`config.mk`:
```
export PLATFORM = sky130hd
export DESIGN_NAME = move_scheduler_flat
export DESIGN_NICKNAME = d
export VERILOG_FILES = /design/src/rtl/move_scheduler_if.sv /design/src/rtl/move_scheduler.sv /design/src/flat_wrapper.sv
export SDC_FILE = /design/constraint.sdc
export NUM_CORES = 1
export LEC_CHECK = 0
export CAP_MARGIN = 25
export CORE_UTILIZATION = 30
export CTS_CLUSTER_DIAMETER = 40
export DETAILED_ROUTE_END_ITERATION = 12
export GPL_TIMING_DRIVEN = 0
export SLEW_MARGIN = 20
export SYNTH_ARGS = -nofsm -noshare
export SYNTH_HDL_FRONTEND = slang
export SYNTH_SLANG_ARGS = --single-unit
```
`constraint.sdc`:
```
create_clock -name CLOCK_50 -period 5.9 [get_ports CLOCK_50]
set_clock_uncertainty 0.15 [all_clocks]
set_input_delay 0.59 -clock CLOCK_50 [delete_from_list [all_inputs] [get_ports CLOCK_50]]
set_output_delay 0.59 -clock CLOCK_50 [all_outputs]
set_load 0.01 [all_outputs]
```
`src/rtl/move_scheduler_if.sv`:
```
// Handshake and byte-stream bundle between ps2_rx, the move scheduler and game logic.
// The slave modport is the scheduler's view; the master modport is the environment's view.
interface move_scheduler_if;
    logic       rx_done_tick;
    logic [7:0] rx_data;
    logic       frame_tick;
    logic       move_ready;
    logic       move_valid;
    logic [2:0] move;
    logic [4:0] held_keys;

    modport slave (
        input  rx_done_tick,
        input  rx_data,
        input  frame_tick,
        input  move_ready,
        output move_valid,
        output move,
        output held_keys
    );

    modport master (
        output rx_done_tick,
        output rx_data,
        output frame_tick,
        output move_ready,
        input  move_valid,
        input  move,
        input  held_keys
    );
endinterface

```
`src/rtl/move_scheduler.sv`:
```
// PS/2 set-2 decoder into a five-key held bitmap plus a per-frame rotating-priority move issuer.
// Optional MOVE_SCHED_OVERRUN_EN adds overrun_count, tallying frame ticks dropped while keys are held.
module move_scheduler #(
    parameter int unsigned TIMEOUT_CYCLES = 50000,
    parameter int unsigned TO_W           = 17
) (
    input  logic              CLOCK_50,
    input  logic              resetn,
    move_scheduler_if.slave   sched_if
`ifdef MOVE_SCHED_OVERRUN_EN
    ,
    output logic [7:0]        overrun_count
`endif
);

    typedef enum logic [1:0] {
        ST_IDLE    = 2'd0,
        ST_EXT     = 2'd1,
        ST_BRK     = 2'd2,
        ST_EXT_BRK = 2'd3
    } state_t;

    state_t          state_q;
    logic [TO_W-1:0] to_cnt_q;
    logic [4:0]      held_keys_q;
    logic [2:0]      ptr_q;
    logic [2:0]      ptr_d;
    logic            move_valid_q;
    logic            move_valid_d;
    logic [2:0]      move_q;
    logic [2:0]      move_d;
    logic [9:0]      rot_s;
    logic            grant_found_s;
    logic [2:0]      grant_off_s;
    logic [2:0]      grant_idx_s;
    logic            slot_free_s;

    // Extended (E0-prefixed) scan code to held-bitmap mask; zero for keys we do not track.
    function automatic logic [4:0] ext_key_mask(input logic [7:0] code);
        logic [4:0] mask;
        case (code)
            8'h75:   mask = 5'b00001;
            8'h72:   mask = 5'b00010;
            8'h6B:   mask = 5'b00100;
            8'h74:   mask = 5'b01000;
            default: mask = 5'b00000;
        endcase
        return mask;
    endfunction

    function automatic logic [2:0] wrap_idx(input logic [2:0] base, input logic [2:0] off);
        logic [3:0] sum;
        sum = {1'b0, base} + {1'b0, off};
        if (sum >= 4'd5) begin
            sum = sum - 4'd5;
        end else begin
            sum = sum;
        end
        return sum[2:0];
    endfunction

    // Scan-code decoder FSM with prefix timeout; owns the held-key bitmap.
    always_ff @(posedge CLOCK_50) begin
        if (!resetn) begin
            state_q     <= ST_IDLE;
            to_cnt_q    <= '0;
            held_keys_q <= 5'b00000;
        end else if (sched_if.rx_done_tick) begin
            to_cnt_q <= '0;
            case (state_q)
                ST_IDLE: begin
                    if (sched_if.rx_data == 8'hE0) begin
                        state_q <= ST_EXT;
                    end else if (sched_if.rx_data == 8'hF0) begin
                        state_q <= ST_BRK;
                    end else begin
                        if (sched_if.rx_data == 8'h29) begin
                            held_keys_q[4] <= 1'b1;
                        end
                        state_q <= ST_IDLE;
                    end
                end
                ST_EXT: begin
                    if (sched_if.rx_data == 8'hF0) begin
                        state_q <= ST_EXT_BRK;
                    end else begin
                        held_keys_q <= held_keys_q | ext_key_mask(sched_if.rx_data);
                        state_q     <= ST_IDLE;
                    end
                end
                ST_BRK: begin
                    if (sched_if.rx_data == 8'h29) begin
                        held_keys_q[4] <= 1'b0;
                    end
                    state_q <= ST_IDLE;
                end
                ST_EXT_BRK: begin
                    held_keys_q <= held_keys_q & ~ext_key_mask(sched_if.rx_data);
                    state_q     <= ST_IDLE;
                end
                default: begin
                    state_q <= ST_IDLE;
                end
            endcase
        end else if (state_q != ST_IDLE) begin
            // Fires on the TIMEOUT_CYCLES-th idle edge after the prefix was sampled.
            if (to_cnt_q == TO_W'(TIMEOUT_CYCLES - 1)) begin
                state_q  <= ST_IDLE;
                to_cnt_q <= '0;
            end else begin
                to_cnt_q <= to_cnt_q + {{(TO_W-1){1'b0}}, 1'b1};
            end
        end else begin
            to_cnt_q <= '0;
        end
    end

    assign slot_free_s = !move_valid_q || sched_if.move_ready;

    // Rotating-priority pick: rotate the bitmap so ptr sits at bit 0, take the lowest set bit.
    always_comb begin
        rot_s         = {held_keys_q, held_keys_q} >> ptr_q;
        grant_found_s = 1'b0;
        grant_off_s   = 3'd0;
        for (int k = 0; k < 5; k++) begin
            if (!grant_found_s && rot_s[k]) begin
                grant_found_s = 1'b1;
                grant_off_s   = 3'(k);
            end else begin
                grant_found_s = grant_found_s;
            end
        end
        grant_idx_s = wrap_idx(ptr_q, grant_off_s);
    end

    // Next-state for the output slot: grant beats release; a pure transfer empties the slot.
    always_comb begin
        move_d       = move_q;
        move_valid_d = move_valid_q;
        ptr_d        = ptr_q;
        if (sched_if.frame_tick && slot_free_s && grant_found_s) begin
            move_d       = grant_idx_s + 3'd1;
            move_valid_d = 1'b1;
            ptr_d        = wrap_idx(grant_idx_s, 3'd1);
        end else if (move_valid_q && sched_if.move_ready) begin
            move_d       = 3'b000;
            move_valid_d = 1'b0;
        end else begin
            move_d       = move_q;
        end
    end

    // Output slot and arbitration pointer registers.
    always_ff @(posedge CLOCK_50) begin
        if (!resetn) begin
            move_q       <= 3'b000;
            move_valid_q <= 1'b0;
            ptr_q        <= 3'd0;
        end else begin
            move_q       <= move_d;
            move_valid_q <= move_valid_d;
            ptr_q        <= ptr_d;
        end
    end

    assign sched_if.move_valid = move_valid_q;
    assign sched_if.move       = move_q;
    assign sched_if.held_keys  = held_keys_q;

`ifdef MOVE_SCHED_OVERRUN_EN
    logic [7:0] overrun_q;

    // Saturating count of frame ticks lost to an occupied slot while keys are held.
    always_ff @(posedge CLOCK_50) begin
        if (!resetn) begin
            overrun_q <= 8'd0;
        end else if (sched_if.frame_tick && !slot_free_s && (held_keys_q != 5'b00000)
                     && (overrun_q != 8'hFF)) begin
            overrun_q <= overrun_q + 8'd1;
        end else begin
            overrun_q <= overrun_q;
        end
    end

    assign overrun_count = overrun_q;
`endif

endmodule
```
`src/flat_wrapper.sv`:
```
// flat-port wrapper written by rule: the top's interface ports become plain ports
module move_scheduler_flat 
#(
    parameter int unsigned TIMEOUT_CYCLES = 50000,
    parameter int unsigned TO_W           = 17
)
  (CLOCK_50, resetn, sched_if_rx_done_tick, sched_if_rx_data, sched_if_frame_tick, sched_if_move_ready, sched_if_move_valid, sched_if_move, sched_if_held_keys);
  move_scheduler_if sched_if_i ();
  input  logic CLOCK_50;
  input  logic resetn;
  input wire logic [$bits(sched_if_i.rx_done_tick)-1:0] sched_if_rx_done_tick;
  input wire logic [$bits(sched_if_i.rx_data)-1:0] sched_if_rx_data;
  input wire logic [$bits(sched_if_i.frame_tick)-1:0] sched_if_frame_tick;
  input wire logic [$bits(sched_if_i.move_ready)-1:0] sched_if_move_ready;
  output wire logic [$bits(sched_if_i.move_valid)-1:0] sched_if_move_valid;
  output wire logic [$bits(sched_if_i.move)-1:0] sched_if_move;
  output wire logic [$bits(sched_if_i.held_keys)-1:0] sched_if_held_keys;
  assign sched_if_i.rx_done_tick = sched_if_rx_done_tick;
  assign sched_if_i.rx_data = sched_if_rx_data;
  assign sched_if_i.frame_tick = sched_if_frame_tick;
  assign sched_if_i.move_ready = sched_if_move_ready;
  assign sched_if_move_valid = sched_if_i.move_valid;
  assign sched_if_move = sched_if_i.move;
  assign sched_if_held_keys = sched_if_i.held_keys;
  move_scheduler #(.TIMEOUT_CYCLES(TIMEOUT_CYCLES), .TO_W(TO_W)) u_core (.CLOCK_50(CLOCK_50), .resetn(resetn), .sched_if(sched_if_i));
endmodule
```
==> results of run 1 <==
-- layout make-up --
type                    instances  share of cell area
plain buffers                  11              0.0327
clock buffers                   6              0.0323
clock inverters                 1             0.00196
inverters                      14              0.0205
multi-input cells             201               0.540
flip-flops and latches         31               0.243
well taps                      96              0.0469
repair buffers                 21              0.0821
-- cell families after synthesis --
family | count (synthesis) | share of synthesized area
mux | 10 | 0.0534
flops | 31 | 0.291
xor+xnor | 17 | 0.0699
compound gates | 47 | 0.170
simple gates | 119 | 0.301
fa+ha+maj | 8 | 0.0505
buf+inv | 25 | 0.0640
-- cell usage in the layout, fill, tap and decap left out, types with 8 or more instances in the layout --
cell type	Yosys	final
dfxtp_1	31	29
clkbuf_8	3	9
nor2_1	35	35
inv_1	14	14
clkdlybuf4s50_1	0	21
nand2_1	21	21
nand3_1	12	12
xor2_1	9	9
xnor2_1	8	8
nor2b_1	8	8
-- through the flow --
stage	util	setup WS [ns]	power [µW]	hold WS, ns
floorplan	-	0.805	819	0.280
finish	0.375	0.456	1150	0.322
global placement	0.360	0.396	956	0.294
detailed placement	0.360	0.324	967	0.312
global route	0.375	0.0391	1270	0.368
CTS	0.373	0.289	1140	0.326
-- critical path: stages, from the launching register on --
cell and delay (ns):
dfxtp_1 0.31, buf_4 0.16, or3b_1 0.16, a21oi_1 0.05
or4_1 0.48, buf_2 0.17, and2b_2 0.22, nor2_1 0.05
o31ai_2 0.21, ha_1 0.21, inv_1 0.06, fa_1 0.52
ha_1 0.25, nor2b_1 0.15, or3_1 0.33, o221a_2 0.30
nand2_1 0.13, mux2i_2 0.30, ha_1 0.24, nand2_1 0.06
and3_2 0.22, or4_1 0.47, o311a_1 0.14
-- final timing paths --
path | start | to | slack, ns | cells past startpoint
min reg2reg | u_core.to_cnt_q[0]$_SDFF_PP0_ | u_core.to_cnt_q[0]$_SDFF_PP0_ | 0.32 | 1
max reg2reg | u_core.ptr_q[0]$_SDFFE_PN0P_ | u_core.ptr_q[1]$_SDFFE_PN0P_ | 0.46 | 22
max | u_core.ptr_q[0]$_SDFFE_PN0P_ | u_core.ptr_q[1]$_SDFFE_PN0P_ | 0.46 | 22
min | u_core.to_cnt_q[0]$_SDFF_PP0_ | u_core.to_cnt_q[0]$_SDFF_PP0_ | 0.32 | 1
-- what timing repair did --
item | CTS | global route
resized for setup | 0 | 5
setup endpoints to repair | 0 | 2
hold buffers | 0 | 0
-- synthesized netlist by cell type, drive strengths merged (2+ instances only) --
cell type	instances
and3	5
a21oi	7
a21o	3
and2b	4
o21ai	8
or3b	2
o221a	2
ha	7
or2b	2
dfxtp	31
a22oi	2
o211a	3
nor3	3
xor2	9
nand2	21
and2	3
xnor2	8
o311a	2
nand4	7
buf	4
o31ai	2
nor2b	8
and4b	3
a31oi	2
o21a	2
nor2	35
mux2i	8
a2111oi	2
a21boi	3
inv	14
a211oi	3
nand3	12
or4	3
clkbuf	7
nand3b	3
-- power breakdown --
part	switching [µW]	total, µW	internal [µW]
sequential	11.1	242	231
combinational	407	743	336
clock	73.9	165	91.3
total	492	1150	659
-- layer usage --
metal	vias up	wire length (µm)	part of all wire
li1	976	-	-
met1	870	2260	0.52
met2	22	1970	0.45
met3	2	119	0.027
met4	0	32	0.0073
met5	-	0	0
==> flow_metrics.py, run 1 <==
metrics = {
    "critical_path": {
        "cp.arrival_ns": 5.46,
        "worstSetupStartpointType": "flip-flop",
        "cp.required_ns": 5.91,
        "path_max_fanout": 7,
        "critPathKind": "flip-flop to flip-flop",
        "end_kind": "flip-flop",
    },
    "synth": {
        "synthCells": 257,
        "syn_area_mm2": 0.00213,
        "yosys-top-cells-area": "dfxtp_1, nor2_1, ha_1",
        "syn_avg_cell_area_um2": 8.29,
        "async_flop_share": 0,
        "yosys_warnings": 0,
        "yosys_most_used_dff": "dfxtp_1",
        "synth_seq_cells": 31,
        "netlist-cell-type-count": 63,
        "synth_enable_flop_cells": 0,
        "ys_seq_area_frac": 0.291,
        "synthesis.nets": 278,
        "yosysTopAreaCellShare": 0.291,
        "yosys.area.top_type": "dfxtp_1",
    },
    "pwr": {
        "vdd_drop_max_uv": 165,
        "p_per_area_mw_per_mm2": 449,
        "p_leak_uw": 0.000949,
    },
    "detailed_routing": {
        "drt_first_pass_iters": 4,
        "wl_per_cell_um": 11.5,
        "vias": 1870,
        "drt_wl_total_um": 4390,
        "drt-vias-per-instance": 4.91,
        "dr.first_iter.drc_count": 87,
        "ant_nets": 0,
        "drc_errors": 0,
    },
    "floorplanning": {
        "boundaryPins": 22,
        "die_x_um": 86.3,
        "coreArea_mm2": 0.00683,
        "dieArea_mm2": 0.00744,
        "die_h_um": 86.3,
        "start_util": 0.312,
        "rows": 30,
    },
    "global_route": {
        "use_met1": 0.167,
        "track_usage": 0.126,
        "busiest_layer": "met2",
        "antenna_found_initial": 0,
        "grt_pass1_wl_um": 7560,
        "met2_usage": 0.201,
        "grt_overflow": 0,
        "gr-usage-met3": 0.0314,
        "grt_max_degree": 11,
        "grt_pass1_vias": 1696,
    },
    "cts": {
        "htreeDepth": 2,
        "path_clk_slew_ns": 0.06,
        "post_cts_buffers": 0,
        "clock-sinks": 31,
        "tritoncts": "done",
        "clk_latency_ns": 0.28,
        "root_buffer": "clkbuf_8",
        "cts_buffers": 5,
        "cts_buffer_depth": 2,
    },
    "placed_design": {
        "postPlaceCellArea_mm2": 0.00246,
        "portBuffers": 21,
        "placedCellCount": 374,
        "hpwl_um": 3290,
        "gp_congestion": 0.744,
    },
    "final_layout": {
        "final_cell_area_mm2": 0.00256,
        "layout-drive-gt1-share": 0.116,
        "diodes": 0,
        "fin_cells": 381,
        "syn_to_final_growth_pct": 20.1,
        "fillers": 719,
        "final_nets": 306,
        "multi_input_area_mm2": 0.00138,
        "ff_latch_area_um2": 623,
    },
    "outcome": {
        "outcome": "finished, final reports clean",
    },
    "sta": {
        "rsz0062_at_grt": "no",
        "timing.fmax_ghz": 0.184,
        "fin_tns_setup_ns": 0,
        "worstMarginPinSlew_ns": 0.621,
        "setup_violations": 0,
        "hold_viol": 0,
        "layout_min_cycle_time_ns": 5.44,
        "max-slew-margin-rel": 0.584,
        "fin_crit_sh": 0.923,
        "slew_violations": 0,
    },
    "flow_run": {
        "max-cap-violations": 0,
    },
    "min_path": {
        "hold_path.class": "flip-flop to flip-flop",
    },
}
Power figures use the tool's default switching activity.
==> run 2: changes to the inputs <==
--- a/config.mk
+++ b/config.mk
@@ -9,6 +9,7 @@
 export CORE_UTILIZATION = 30
 export CTS_CLUSTER_DIAMETER = 40
 export DETAILED_ROUTE_END_ITERATION = 12
+export GPL_ROUTABILITY_DRIVEN = 0
 export GPL_TIMING_DRIVEN = 0
 export SLEW_MARGIN = 20
 export SYNTH_ARGS = -nofsm -noshare
==> results of run 2 <==
Final layout, timing and power as in run 1 (identical DEF).
==> run 3: changes to the inputs <==
--- a/config.mk
+++ b/config.mk
@@ -6,6 +6,7 @@
 export NUM_CORES = 1
 export LEC_CHECK = 0
 export CAP_MARGIN = 25
+export CORE_ASPECT_RATIO = 1.4
 export CORE_UTILIZATION = 30
 export CTS_CLUSTER_DIAMETER = 40
 export DETAILED_ROUTE_END_ITERATION = 12
==> run 3 against run 2 <==
  * Via count increased by 3.0%
  * Design area increased by 0.68%
  * Critical path type unchanged
  * Flip-flop and latch count unchanged
  * Worst setup slack got worse by 0.063 ns
  * Combinational power decreased by 1%
  * First-iteration DRC count decreased by 51%
  * Sequential share of layout area decreased by 0.26 points
  * Sequential power about the same
==> flow_metrics.py, run 3 (synthesized netlist as in run 1, its figures left out) <==
metrics = {
    "critical_path": {
        "cp.required_ns": 5.92,
        "slowest_delay_ns": 0.53,
        "rr_endpoint": "u_core.ptr_q[1]$_SDFFE_PN0P_",
        "critPathKind": "flip-flop to flip-flop",
        "worst-path-buf-inv": 2,
        "cp.arrival_ns": 5.53,
        "ff2ff_path_depth": 21,
        "worstSetupStartpointType": "flip-flop",
        "path_max_fanout": 8,
        "cp_slowest_cell": "fa_1",
        "reg2reg_slack_ns": 0.39,
        "crit_cells": 21,
        "end_kind": "flip-flop",
        "cp_top_family": "simple AND/OR/NAND/NOR gates",
        "worstSetupEndpoint": "u_core.ptr_q[1]$_SDFFE_PN0P_",
        "path_cells": "and2b_1 > a2111oi_1 > or4_1 > buf_2 > and2b_2 > nor2_1 > o31ai_1 > ha_1 > inv_1 > fa_1 > ha_1 > nor2b_1 > or3_1 > o221a_2 > nand2_1 > mux2i_1 > ha_1 > nand2_1 > and3_2 > or4_1 > o311a_1",
        "cp_common_cell": "ha_1",
    },
    "pwr": {
        "combPwrFrac": 0.614,
        "p_leak_uw": 0.000957,
        "switching_share": 0.419,
        "p_int_uw": 694,
        "vdd_drop_max_uv": 187,
        "power.share.clock": 0.183,
        "p_per_area_mw_per_mm2": 464,
        "p_sw_uw": 502,
        "power_frac_seq": 0.203,
    },
    "detailed_routing": {
        "drc_errors": 0,
        "dr.first_iter.drc_count": 43,
        "ant_nets": 0,
        "drt_wl_total_um": 4730,
        "drt_first_pass_iters": 6,
        "wl_per_cell_um": 12.4,
        "vias": 1927,
        "drt-vias-per-instance": 5.06,
    },
    "global_route": {
        "grt_pass1_vias": 1892,
        "antenna_found_initial": 0,
        "grt_pass1_wl_um": 8290,
        "grt_max_degree": 11,
        "grt_overflow": 0,
        "track_usage": 0.140,
    },
    "placed_design": {
        "hpwl_um": 3670,
        "dp_slack_ns": 0.350,
        "portBuffers": 21,
        "placedCellCount": 373,
    },
    "sta": {
        "hold_viol": 0,
        "rsz0062_at_grt": "no",
        "layout_setup_ws_ns": 0.393,
        "slew_violations": 0,
        "worstMarginPinSlew_ns": 0.641,
        "fin_crit_sh": 0.933,
        "layout_min_cycle_time_ns": 5.51,
        "max-slew-margin-rel": 0.571,
        "setup_violations": 0,
        "timing.fmax_ghz": 0.182,
        "fin_tns_setup_ns": 0,
    },
    "floorplanning": {
        "rows": 36,
        "dieArea_mm2": 0.00745,
        "start_util": 0.307,
        "die_h_um": 102,
        "die_x_um": 73.2,
        "coreArea_mm2": 0.00694,
        "boundaryPins": 22,
    },
    "cts": {
        "cts_buffer_depth": 2,
        "cts-resized-gates": 0,
        "root_buffer": "clkbuf_8",
        "cts_buffers": 5,
        "htreeDepth": 2,
        "tritoncts": "done",
        "clock-sinks": 31,
        "post_cts_buffers": 0,
        "path_clk_slew_ns": 0.07,
        "clk_latency_ns": 0.28,
        "hold_buffers": 0,
    },
    "final_layout": {
        "final_nets": 306,
        "mostFrequentLayoutCell": "nor2_1",
        "syn_to_final_growth_pct": 21.0,
        "fillers": 757,
        "fin_cells": 381,
        "final_cell_mix": "nor2_1, dfxtp_1, nand2_1, clkdlybuf4s50_1, inv_1",
        "diodes": 0,
        "layout-drive-gt1-share": 0.105,
    },
    "flow_run": {
        "max-cap-violations": 0,
    },
    "outcome": {
        "outcome": "finished, final reports clean",
    },
    "min_path": {
        "hold_path.class": "flip-flop to flip-flop",
    },
}
==> run 3: cell count changes in the layout (fill, tap and decap cells not counted), sizes merged <==
cell    before  now
bufinv       0    1
==> run 3: how the worst min path moves through the flow <==
stage                                         end                          start  cells past startpoint  slack, ns
global placement    u_core.to_cnt_q[0]$_SDFF_PP0_  u_core.to_cnt_q[0]$_SDFF_PP0_                      1       0.29
global route        u_core.to_cnt_q[0]$_SDFF_PP0_  u_core.to_cnt_q[0]$_SDFF_PP0_                      1       0.36
finish              u_core.to_cnt_q[0]$_SDFF_PP0_  u_core.to_cnt_q[0]$_SDFF_PP0_                      1       0.32
CTS                 u_core.to_cnt_q[0]$_SDFF_PP0_  u_core.to_cnt_q[0]$_SDFF_PP0_                      1       0.32
detailed placement  u_core.to_cnt_q[0]$_SDFF_PP0_  u_core.to_cnt_q[0]$_SDFF_PP0_                      1       0.31
floorplan           u_core.to_cnt_q[0]$_SDFF_PP0_  u_core.to_cnt_q[0]$_SDFF_PP0_                      1       0.28
==> run 3: per-stage QoR <==
step	area (µm²)	hold WS, ns	utilization	total power, µW
2_1_floorplan	2130	0.280	-	819
3_3_place_gp	2460	0.293	0.355	958
3_5_place_dp	2460	0.308	0.355	982
4_1_cts	2580	0.324	0.372	1210
5_1_grt	2580	0.355	0.372	1300
6_report	2580	0.318	0.372	1200
==> run 3: layer usage <==
layer,routed length [µm],share of wire,vias to the layer above,GRT usage
met5,0,0,-,0
met4,77,0.016,0,0.0513
met3,90,0.019,8,0.0209
met2,2560,0.54,25,0.268
met1,2000,0.42,922,0.152
li1,-,-,972,-
==> run 3: layout make-up <==
| cell class | instances | area (µm²) | area share |
|---|---|---|---|
| buffer | 11 | 83.8 | 0.0325 |
| clock buffer | 6 | 82.6 | 0.0320 |
| clock inverter | 2 | 35.0 | 0.0136 |
| inverter | 14 | 52.6 | 0.0204 |
| multi-input combinational | 201 | 1370 | 0.533 |
| sequential | 31 | 621 | 0.241 |
| tap | 95 | 119 | 0.0461 |
| timing repair buffer | 21 | 210 | 0.0816 |
==> run 3: power by group through the flow <==
stage | Sequential (µW) | Combinational [µW] | Clock (µW)
floorplan | 251 | 567 | 0
finish | 243 | 734 | 219
global route | 246 | 822 | 233
global placement | 248 | 710 | 0
CTS | 244 | 737 | 225
detailed placement | 248 | 733 | 0
==> run 3: worst register-to-register path, delay by kind of cell (launching register included) <==
| kind | cells | cell delay [ns] |
|---|---|---|
| AOI/OAI and AO/OA | 4 | 0.74 |
| buffers and inverters | 2 | 0.22 |
| and+or+nand+nor | 10 | 2.29 |
| muxes | 1 | 0.28 |
| DFF | 1 | 0.48 |
| adders and majority gates | 4 | 1.24 |
==> RTL change 1: new RTL, config.mk and constraints of run 1 <==
Encoding of `state_t`: now Gray code (2 bits for 4 states).
--- a/src/rtl/move_scheduler.sv
+++ b/src/rtl/move_scheduler.sv
@@ -14,10 +14,10 @@
 );
 
     typedef enum logic [1:0] {
-        ST_IDLE    = 2'd0,
-        ST_EXT     = 2'd1,
-        ST_BRK     = 2'd2,
-        ST_EXT_BRK = 2'd3
+        ST_IDLE    = 2'b00,
+        ST_EXT     = 2'b01,
+        ST_BRK     = 2'b11,
+        ST_EXT_BRK = 2'b10
     } state_t;
 
     state_t          state_q;
Behaviour: same outputs for any inputs over 4 cycles, from zero or initial values and one cycle with resetn low; so few cycles prove little.
==> RTL change 1 against run 1 <==
Power fell by 11%; synthesized area up 7.2%; sequential cell count unchanged; largest power group unchanged; critical path type unchanged; critical path depth rose by 1; routed wire length is 12% higher; final area is 6.8% higher; global-route usage grew 1.3 points; worst setup slack better by 100 ps.
==> RTL change 1: results (changes against run 1) <==
- Commonest cells post-synth: nor2_1, dfxtp_1, nand2_1
- GRT Util Overall: 0.1383 (+0.01265)
- Final GP Congestion: 0.7749 (+4.2%)
- Sw frac: 0.4077 (-0.01991)
- Crit-path leading delay family: compound AO/OA/AOI/OAI gates
- Final #Nets: 345 (+13%)
- Max VDD drop: 0.1526 mV (-7.5%)
- Post-Synth Adder-Cell Area: 0.06904 (+0.01854)
- WHS Path Cells: 1 (unchanged)
- First-pass GRT wire length: 8.707 mm (+15%)
- Multiplexer share of the synthesized area: 0.07507 (+0.02163)
- Reg2reg path depth: 23 (+4.5%)
- Vias in the first global route: 1,934 (+14%)
- Seq/Total Area, Yosys: 0.2718 (-0.01947)
- Clock H-tree levels: 2 (unchanged)
- Root buf cell: clkbuf_8
- Final HPWL DP: 3.764 mm (+15%)
- Synth Area in Compound Gates: 0.1704 (about the same)
- Clock-pin transition on the worst setup and hold timing paths: 70 ps
- Max stage delay on crit path: 620 ps (+100 ps)
- Initial DRC Count: 80 (-8.0%)
- Status: finished clean
- CTS buffer count: 5 (unchanged)
- Synth top area cells: dfxtp_1, nor2_1, ha_1
- Max clock buf depth: 2 (unchanged)
- WL final: 4.900 mm (+12%)
- Xor-xnor portion of the synthesized cell area: 0.06521 (-0.004671)
- Leak pwr: 0.9833 nW (+3.6%)
- Largest fanout on the critical path: 8 (+1)
- Number of vias in the routed layout: 2,084 (+11%)
- Ys async rst share: 0 (unchanged)
- Synth unique cells: 55 (-13%)
- CP arrival: 5350 ps (-110 ps)
- Slew HR: 0.6304 (+0.04627)
- Layout cell share with drive strength beyond 1: 0.09034 (-0.02545)
- Fillers: 780 (+8.5%)
- Syn_nets: 317 (+14%)
RTL change 1: layer usage:
metal  up-vias  track usage  wire, µm
met5         -            0         0
met4         0      0.04618        48
met3         7      0.02493       126
met2        29       0.2318      2358
met1       972       0.1794      2366
li1       1076            -         -
RTL change 1: kinds of logic (layout without fill, tap and decap cells):
kind of cell,Yosys count,after routing
simple gates,131,131
compound gates,57,57
flops,31,31
buf+inv,30,59
xor+xnor,17,17
mux,14,14
fa+ha+maj,12,12
RTL change 1: layout make-up:
type	instances	area (µm²)	share of cell area
multi-input cells	231	1504	0.5499
flip-flops and latches	31	620.6	0.2269
repair buffers	21	210.2	0.07685
well taps	99	123.9	0.04529
plain buffers	13	95.09	0.03477
clock buffers	6	82.58	0.03019
inverters	17	63.81	0.02333
clock inverters	2	35.03	0.01281
RTL change 1: metrics by stage:
step | setup WS [ps] | total power, W | cells | cell area, µm²
2_1_floorplan | 1106 | 0.0006831 | 292 | 2283
3_3_place_gp | 565.5 | 0.0007909 | 412 | 2618
3_5_place_dp | 442.3 | 0.0008074 | 412 | 2618
4_1_cts | 441.4 | 0.001028 | 420 | 2735
5_1_grt | 95.48 | 0.001110 | 420 | 2735
6_report | 557.8 | 0.001019 | 420 | 2735
RTL change 1: path summary, 6_finish.rpt:
kind	from	to	slack, ps
worst max-delay path	flip-flop	u_core.ptr_q[1]	560
worst min-delay path	u_core.to_cnt_q[0]	u_core.to_cnt_q[0]	290
worst max register to register	flip-flop	u_core.ptr_q[1]	560
worst min register to register	u_core.to_cnt_q[0]	u_core.to_cnt_q[0]	290
RTL change 1: what timing repair did:
item / in CTS / in global routing
endpoints found under the setup margin: 0 / 1
setup buffers: 0 / 0
resized for setup: 0 / 1
RTL change 1: power groups by stage:
| stage | Clock [W] | Combinational [W] | Sequential (W) |
|---|---|---|---|
| 4_1_cts | 0.000224 | 0.000568 | 0.000236 |
| 5_1_grt | 0.000234 | 0.000638 | 0.000237 |
| 3_5_place_dp | 0 | 0.000567 | 0.000240 |
| 2_1_floorplan | 0 | 0.000443 | 0.000240 |
| 3_3_place_gp | 0 | 0.000550 | 0.000241 |
| 6_report | 0.000216 | 0.000567 | 0.000236 |
==> RTL change 2: new RTL, flow settings as in run 1 <==
Made on the original files. `TO_W` is set to 17 in 2 places; all go to 34.
--- a/src/rtl/move_scheduler.sv
+++ b/src/rtl/move_scheduler.sv
@@ -2,7 +2,7 @@
 // Optional MOVE_SCHED_OVERRUN_EN adds overrun_count, tallying frame ticks dropped while keys are held.
 module move_scheduler #(
     parameter int unsigned TIMEOUT_CYCLES = 50000,
-    parameter int unsigned TO_W           = 17
+    parameter int unsigned TO_W           = 34
 ) (
     input  logic              CLOCK_50,
     input  logic              resetn,
--- a/src/flat_wrapper.sv
+++ b/src/flat_wrapper.sv
@@ -2,7 +2,7 @@
 module move_scheduler_flat 
 #(
     parameter int unsigned TIMEOUT_CYCLES = 50000,
-    parameter int unsigned TO_W           = 17
+    parameter int unsigned TO_W           = 34
 )
   (CLOCK_50, resetn, sched_if_rx_done_tick, sched_if_rx_data, sched_if_frame_tick, sched_if_move_ready, sched_if_move_valid, sched_if_move, sched_if_held_keys);
   move_scheduler_if sched_if_i ();
Check against the original RTL: same outputs for any inputs over 4 cycles, from zero or initial values and one cycle with resetn low; that may be too few to reach the edited logic, so the function may still have changed.
==> RTL change 2 against run 1 <==
Power shrank 25%; final area grew 31%; routed wire length grew 38%; sequential cell count grew 17; synthesized area grew 34%; worst setup slack gained 210 ps; utilization shrank 1.1 points.
==> RTL change 2: results (changes against run 1) <==
- Status: finished clean
- Total Power: 0.0008607 W (-25%)
- Crit. Startpoint: u_core.ptr_q[1]
- Placed cell area: 0.003221 mm² (+31%)
- Fillers: 950 (+32%)
- IO Port Bufs: 20 (-4.8%)
- Initial DRC Count: 68 (-22%)
- Reg2reg path depth: 20 (-9.1%)
- Final core utilization: 0.3634 (-0.01129)
- Post-CTS Resized: 0 (unchanged)
- Syn_nets: 369 (+33%)
- Metal-1 WL: 2.860 mm (+26%)
- Dpl cells: 497 (+33%)
- WHS: 302.8 ps (-19.54 ps)
- Met2 Use GR: 0.2297 (+0.02840)
- Number of sequential cells: 48 (+55%)
- Ant. Diodes: 0 (unchanged)
- R2r setup slk: 660 ps (+210 ps)
- DP Worst Slack: 673.9 ps (+349.6 ps)
- Final GP Congestion: 0.7907 (+6.3%)
- Net Sw Power: 0.0002497 W (-49%)
- Drt via density: 4.921 (+0.26%)
- WL met3: 149 µm (+25%)
- Max Used Layer: met4
- Max VDD drop: 0.1096 mV (-34%)
- WL final: 6.068 mm (+38%)
- Met1 usage: 0.1526 (-0.01463)
- Final #Nets: 396 (+29%)
- Largest fanout on the critical path: 10 (+3)
- Synth unique cells: 58 (-7.9%)
- First-pass GRT wire length: 10.34 mm (+37%)
- Seq power: 0.000349 W (+44%)
- Clock network area share: 0.04098 (+0.006771)
- Wirelength per Cell: 12.02 µm (+4.4%)
- Largest net degree at the start of global routing: 17 (+6)
- Clk_lat worst skew: 300 ps (+20 ps)
- Slew HR: 0.5642 (-0.01988)
- Min cycle time layout: 5236 ps (-207.5 ps)
- Non-clk buf share: 0.08048 (-0.03438)
- Vias in the first global route: 2,306 (+36%)
- GR peak layer: met2
- GRT Util Overall: 0.1273 (+0.001681)
- Leak pwr: 1.117 nW (+18%)
- Synth Area per Inst: 8.215 µm² (-0.91%)
- Layout cell share with drive strength beyond 1: 0.08511 (-0.03068)
- Number of signal-net buffers in the layout: 31 (-3.1%)
- Seq/Total Area, Yosys: 0.3361 (+0.04485)
- Synth top area cells: dfxtp_1, nor2_1, xor2_1
- M3 GR Usage: 0.02741 (-0.004022)
- Commonest cells post-synth: dfxtp_1, nor2_1, nand2_1
- Clock-pin transition on the worst setup and hold timing paths: 90 ps (+30 ps)
- Comb pwr: 0.000226 W (-70%)
- Layout inverter count without the clock tree: 16 (+2)
- Multi-input gates: 273 (+36%)
==> RTL change 2: cell count changes in the layout (fill, tap and decap cells not counted), sizes merged, moves of 9 or more <==
cell	delta
dfxtp	+17
nand2	+16
nor2	+12
o21ai	+11
or3	+9
==> RTL change 2: worst max-delay path, stage by stage, from the launching register on <==
cell	delay, ps
dfxtp_1	400
buf_2	270
mux2i_1	320
nand2_1	100
a211oi_1	510
nor2_1	70
or2_2	340
fa_1	600
ha_1	220
or2b_2	330
or2b_2	170
a221oi_2	40
nor3b_2	350
nor2b_1	90
a21oi_1	180
inv_1	90
ha_1	250
o21ai_2	90
a2bb2oi_2	220
mux2i_1	250
a21oi_1	90
==> RTL change 2: cell families (layout without fill, tap and decap cells) <==
logic type,Yosys count,count (layout),share of synthesized area
compound gates,60,60,0.1431
fa+ha+maj,8,8,0.03764
xor+xnor,28,28,0.08577
flops,48,48,0.3361
simple gates,159,159,0.2823
mux,18,18,0.06958
buf+inv,27,55,0.04551
